`src/rtl/uart_tx_result.sv`:
```
// -----------------------------------------------------------------------------
// uart_tx_result
//
// Sends one 8-bit result byte as an 8N1 UART frame (start bit, eight data bits
// LSB first, stop bit). The requester raises txflag and holds it until the
// one-cycle txzero acknowledge arrives. An internal "armed" flag means a held
// request can only ever produce one frame.
//
// Optional feature:
//   UART_TX_PARITY_EN - when defined, an even-parity bit (XOR of the data
//                       bits) is inserted between the last data bit and the
//                       stop bit. When undefined, the parity state is absent.
//
// Parameters:
//   CLKS_PER_BIT - clock cycles per serial bit (2..65535)
//
// Ports:
//   clk    - single clock, rising edge
//   reset  - asynchronous active-high reset
//   txdata - byte to send, captured when a frame starts
//   txflag - transmit request, level-held until txzero
//   tx     - serial line, idle high, driven from a register
//   txzero - one-cycle frame-complete acknowledge
//   busy   - high from the start bit until the acknowledge cycle
// -----------------------------------------------------------------------------
module uart_tx_result #(
    parameter int unsigned CLKS_PER_BIT = 5208
) (
    input  logic       clk,
    input  logic       reset,
    input  logic [7:0] txdata,
    input  logic       txflag,
    output logic       tx,
    output logic       txzero,
    output logic       busy
);

    // Baud counter runs 0..CLKS_PER_BIT-1 inside every bit.
    localparam logic [15:0] LastCnt = 16'(CLKS_PER_BIT - 1);

    typedef enum logic [2:0] {
        StIdle   = 3'd0,
        StStart  = 3'd1,
        StData   = 3'd2,
`ifdef UART_TX_PARITY_EN
        StParity = 3'd3,
`endif
        StStop   = 3'd4,
        StDone   = 3'd5
    } state_e;

    state_e      r_state;
    state_e      w_state_nxt;
    logic [15:0] r_cnt;
    logic [15:0] w_cnt_nxt;
    logic [2:0]  r_idx;
    logic [2:0]  w_idx_nxt;
    logic [7:0]  r_shift;
    logic [7:0]  w_shift_nxt;
    logic        r_armed;
    logic        w_armed_nxt;
    logic        r_tx;
    logic        w_tx_nxt;
    logic        r_txzero;
    logic        w_txzero_nxt;
    logic        r_busy;
    logic        w_busy_nxt;
    logic        w_bit_end;
    logic [7:0]  w_cnt_inc_unused;

    assign w_bit_end = (r_cnt == LastCnt);
    assign w_cnt_inc_unused = 8'd0;

    // -------------------------------------------------------------------------
    // Next-state and output logic
    // -------------------------------------------------------------------------
    always_comb begin
        w_state_nxt  = r_state;
        w_cnt_nxt    = 16'd0;
        w_idx_nxt    = r_idx;
        w_shift_nxt  = r_shift;
        w_armed_nxt  = r_armed;
        w_tx_nxt     = r_tx;
        w_txzero_nxt = 1'b0;
        w_busy_nxt   = r_busy;

        // A low request in any cycle re-arms; launching needs txflag high, so
        // this never collides with the clear below.
        if (!txflag) begin
            w_armed_nxt = 1'b1;
        end

        unique case (r_state)
            StIdle: begin
                w_tx_nxt   = 1'b1;
                w_busy_nxt = 1'b0;
                if (txflag && r_armed) begin
                    w_shift_nxt = txdata;
                    w_armed_nxt = 1'b0;
                    w_tx_nxt    = 1'b0;
                    w_busy_nxt  = 1'b1;
                    w_state_nxt = StStart;
                end
            end

            StStart: begin
                w_cnt_nxt = r_cnt + 16'd1;
                if (w_bit_end) begin
                    w_cnt_nxt   = 16'd0;
                    w_idx_nxt   = 3'd0;
                    w_tx_nxt    = r_shift[0];
                    w_state_nxt = StData;
                end
            end

            StData: begin
                w_cnt_nxt = r_cnt + 16'd1;
                if (w_bit_end) begin
                    w_cnt_nxt = 16'd0;
                    if (r_idx == 3'd7) begin
                        w_idx_nxt   = 3'd0;
`ifdef UART_TX_PARITY_EN
                        w_tx_nxt    = ^r_shift;
                        w_state_nxt = StParity;
`else
                        w_tx_nxt    = 1'b1;
                        w_state_nxt = StStop;
`endif
                    end else begin
                        w_idx_nxt = r_idx + 3'd1;
                        w_tx_nxt  = r_shift[r_idx + 3'd1];
                    end
                end
            end

`ifdef UART_TX_PARITY_EN
            StParity: begin
                w_cnt_nxt = r_cnt + 16'd1;
                if (w_bit_end) begin
                    w_cnt_nxt   = 16'd0;
                    w_tx_nxt    = 1'b1;
                    w_state_nxt = StStop;
                end
            end
`endif

            StStop: begin
                w_cnt_nxt = r_cnt + 16'd1;
                w_tx_nxt  = 1'b1;
                if (w_bit_end) begin
                    w_cnt_nxt    = 16'd0;
                    w_txzero_nxt = 1'b1;
                    w_busy_nxt   = 1'b0;
                    w_state_nxt  = StDone;
                end
            end

            StDone: begin
                // Acknowledge cycle; a launch is only possible from IDLE, so
                // the earliest next frame is one cycle later.
                w_tx_nxt    = 1'b1;
                w_busy_nxt  = 1'b0;
                w_state_nxt = StIdle;
            end

            default: begin
                w_tx_nxt    = 1'b1;
                w_busy_nxt  = 1'b0;
                w_idx_nxt   = 3'd0;
                w_state_nxt = StIdle;
            end
        endcase
    end

    // -------------------------------------------------------------------------
    // State register
    // -------------------------------------------------------------------------
    always_ff @(posedge clk or posedge reset) begin
        if (reset) begin
            r_state  <= StIdle;
            r_cnt    <= 16'd0;
            r_idx    <= 3'd0;
            r_shift  <= 8'd0;
            r_armed  <= 1'b0;
            r_tx     <= 1'b1;
            r_txzero <= 1'b0;
            r_busy   <= 1'b0;
        end else begin
            r_state  <= w_state_nxt;
            r_cnt    <= w_cnt_nxt;
            r_idx    <= w_idx_nxt;
            r_shift  <= w_shift_nxt;
            r_armed  <= w_armed_nxt;
            r_tx     <= w_tx_nxt;
            r_txzero <= w_txzero_nxt;
            r_busy   <= w_busy_nxt;
        end
    end

    assign tx     = r_tx;
    assign txzero = r_txzero;
    assign busy   = r_busy;

endmodule
```
`config.mk`:
```
export PLATFORM = sky130hd
export DESIGN_NAME = uart_tx_result
export DESIGN_NICKNAME = d
export VERILOG_FILES = /design/src/rtl/uart_tx_result.sv
export SDC_FILE = /design/constraint.sdc
export NUM_CORES = 1
export LEC_CHECK = 0
export CAP_MARGIN = 5
export CORE_MARGIN = 2
export CORE_UTILIZATION = 40
export DETAILED_ROUTE_END_ITERATION = 8
export PLACE_DENSITY = 0.66
export SLEW_MARGIN = 20
export SYNTH_ARGS = -nofsm -noshare
export SYNTH_HDL_FRONTEND = slang
export SYNTH_SLANG_ARGS = --single-unit
```
`constraint.sdc`:
```
create_clock -name clk -period 2.2 [get_ports clk]
set_clock_uncertainty 0.15 [all_clocks]
set_input_delay 0.55 -clock clk [delete_from_list [all_inputs] [get_ports clk]]
set_output_delay 0.55 -clock clk [all_outputs]
set_load 0.03 [all_outputs]
```
==> impl_metrics.toml <==
[logic_synthesis]
ys_seq_area_frac = 0.471
netlist_area_um2 = 1810
postSynthCellCount = 176
yosysWarnings = 0
syn_area_per_cell_um2 = 10.3
synth_seq_cells = 34
syn-num-nets = 190
synth_cell_types = 41

[finish]
antenna_cells = 0
layout.nets = 209
area_growth_pct = 16.3
drive_above_1_share = 0.163
fin_cells = 248
final_common_cell = "dfrtp_1"
final_cell_mix = "dfrtp_1, nor2_1, xnor2_1, clkdlybuf4s50_1, nand3_1"

[floorplanning]
coreArea_um2 = 4350
ios = 14
design.die.area_um2 = 5080
initial_utilization = 0.416
die_h_um = 71.3
die_w_um = 71.3
rows = 24

[global_routing]
grt_pass1_vias = 1245
grt_max_degree = 35
antenna_found_initial = 0
grt_pass1_wl_um = 6000
grt_usage = 0.153
overflow = 0

[run]
drv_cap = 0

[placement]
dp.cells = 240
port_buffers = 13
dpl.hpwl_um = 2360
gp_congestion = 0.790

[clock_tree]
cts_tree = "built"
clockBufferDepth = 2
ctsHoldBuffers = 0
cts_made_buffers = 5
cts_root_buffer = "clkbuf_8"
path_clk_slew_ns = 0.07
h-tree-depth = 2
cts_sinks = 34
clk_latency_ns = 0.29

[hold_path]
hold_class = "register to register"

[sta]
max_slew_margin = 0.713
layout_min_cycle_time_ns = 2.05
maxSlewViolCount = 0
setup_violations = 0
fin_crit_sh = 0.933
fmax_ghz = 0.487
hold_viol_final = 0
rsz0062_at_grt = "false"
tns_ns = 0
worst_slew_pin_slew_ns = 0.431

[outcome]
status = "finished clean"

[setup_path]
start_kind = "register"
path_delay_family = "buffers and inverters"
required_ns = 1.50
path_cells = "clkdlybuf4s50_1"
slowest_stage = "clkdlybuf4s50_1"
endpoint_kind = "primary output"
critPathMaxStageDelay_ns = 0.70
cp_max_fo = 3
cp.buffers_inverters = 1
worstPathArrival_ns = 1.35
path_class = "register to primary output"

[drt]
num_vias = 1295
firstDrtPassIters = 4
drt_iter0_markers = 64
routedWlPerCell_um = 13.6
avgViaCountPerCell = 5.22
drt-total-wl_um = 3370
drc_errors = 0
final_antenna_net_count = 0

[power]
peakVddDrop_v = 0.000411
powerDensity_nw_per_um2 = 753
leakage_nw = 0.900
power_w = 0.00158
Yosys cell counts (all sizes together):
master | n | area [um^2]
a2bb2oi | 2 | 17.5
nor4b | 1 | 15.0
nor2 | 24 | 90.1
or2 | 2 | 12.5
nor4bb | 1 | 25.0
dfstp | 1 | 26.3
xor2 | 3 | 26.3
a21o | 2 | 16.3
nand3 | 10 | 50.1
mux4 | 1 | 22.5
nand4 | 4 | 31.3
o21ai | 5 | 25.0
nand2 | 9 | 33.8
xnor2 | 12 | 105
a31oi | 2 | 12.5
a221o | 1 | 10.0
a21boi | 1 | 7.51
dfrtp | 33 | 826
clkbuf | 3 | 11.3
mux2 | 8 | 90.1
nand2b | 3 | 18.8
a21oi | 6 | 30.0
nor2b | 2 | 12.5
nor4 | 6 | 43.8
inv | 8 | 30.0
ha | 3 | 37.5
and3 | 3 | 20.0
buf | 5 | 47.5
nor3 | 5 | 25.0
mux2i | 5 | 50.1
and4 | 1 | 8.76
o211ai | 1 | 7.51
o31ai | 2 | 15.0
o311ai | 1 | 8.76
sequential cells by signal, indices dropped and copies added (netlist names):
register and flops:
txzero 1, r_cnt 16, r_state 3, r_shift 8, r_armed 1, tx 1
busy 1, r_idx 3
per-layer routing:
| metal | GRT usage | share of wire | vias up |
|---|---|---|---|
| met1 | 0.224 | 0.52 | 613 |
| met4 | 0.0629 | 0.019 | 0 |
| li1 | - | - | 654 |
| met5 | 0 | 0 | - |
| met3 | 0.0422 | 0.034 | 6 |
| met2 | 0.214 | 0.43 | 22 |
cell families (layout without fill, tap and decap cells):
group,count (synthesis),count (layout),synth area share
AND/OR/NAND/NOR,71,71,0.214
flip-flops,34,34,0.471
AO/OA/AOI/OAI,23,23,0.0830
buffers and inverters,16,36,0.0491
XOR/XNOR,15,15,0.0726
multiplexers,14,14,0.0899
adder cells (fa/ha/maj),3,3,0.0207
worst register-to-register path, stage by stage, from the launching register on:
cell and delay [ns]:
dfrtp_1 0.41, ha_1 0.19, ha_1 0.32, mux4_2 0.50
a21o_1 0.19, a2bb2oi_1 0.12
path summary, 6_finish.rpt:
check	startpoint	end	slack (ns)	cells after the start
setup / recovery	busy$_DFFE_PP0P_	busy	0.15	1
hold / removal	r_cnt[0]$_DFF_PP0_	r_cnt[0]$_DFF_PP0_	0.33	1
setup reg to reg	r_idx[1]$_DFFE_PP0P_	tx$_DFFE_PP1P_	0.25	5
hold reg to reg	r_cnt[0]$_DFF_PP0_	r_cnt[0]$_DFF_PP0_	0.33	1
max in group asynchronous	reset	tx$_DFFE_PP1P_	1.06	3
min in group asynchronous	reset	r_cnt[0]$_DFF_PP0_	0.49	3
per-stage QoR:
step,setup WS (ns),cell area [um^2],utilization,hold slack (ns)
detailed placement,0.153,2010,0.462,0.317
finish,0.148,2100,0.483,0.327
CTS,0.129,2100,0.483,0.327
global route,0.0961,2100,0.483,0.347
global placement,0.199,2010,0.462,0.319
floorplan,0.314,1810,-,0.293
layout make-up:
| type | count | area, um^2 |
|---|---|---|
| Clock buffer | 6 | 82.6 |
| Sequential cell | 34 | 852 |
| Tap cell | 52 | 65.1 |
| Clock inverter | 2 | 12.5 |
| Multi-Input combinational cell | 126 | 868 |
| Timing Repair Buffer | 20 | 194 |
| Fill cell | 389 | 2250 |
| Inverter | 8 | 30.0 |
what timing repair did:
item	in CTS	in global routing
resized for setup	1	0
buffers inserted	0	0
endpoints found under the hold margin	0	0
endpoints found under the setup margin	1	0
power by group:
part	leakage [nW]	switching, W	internal, W
combinational	0.419	0.000141	0.000144
sequential	0.434	0.0000938	0.000721
clock	0.0472	0.000234	0.000251
total	0.900	0.000469	0.00112
Power figures use the tool's default switching activity.
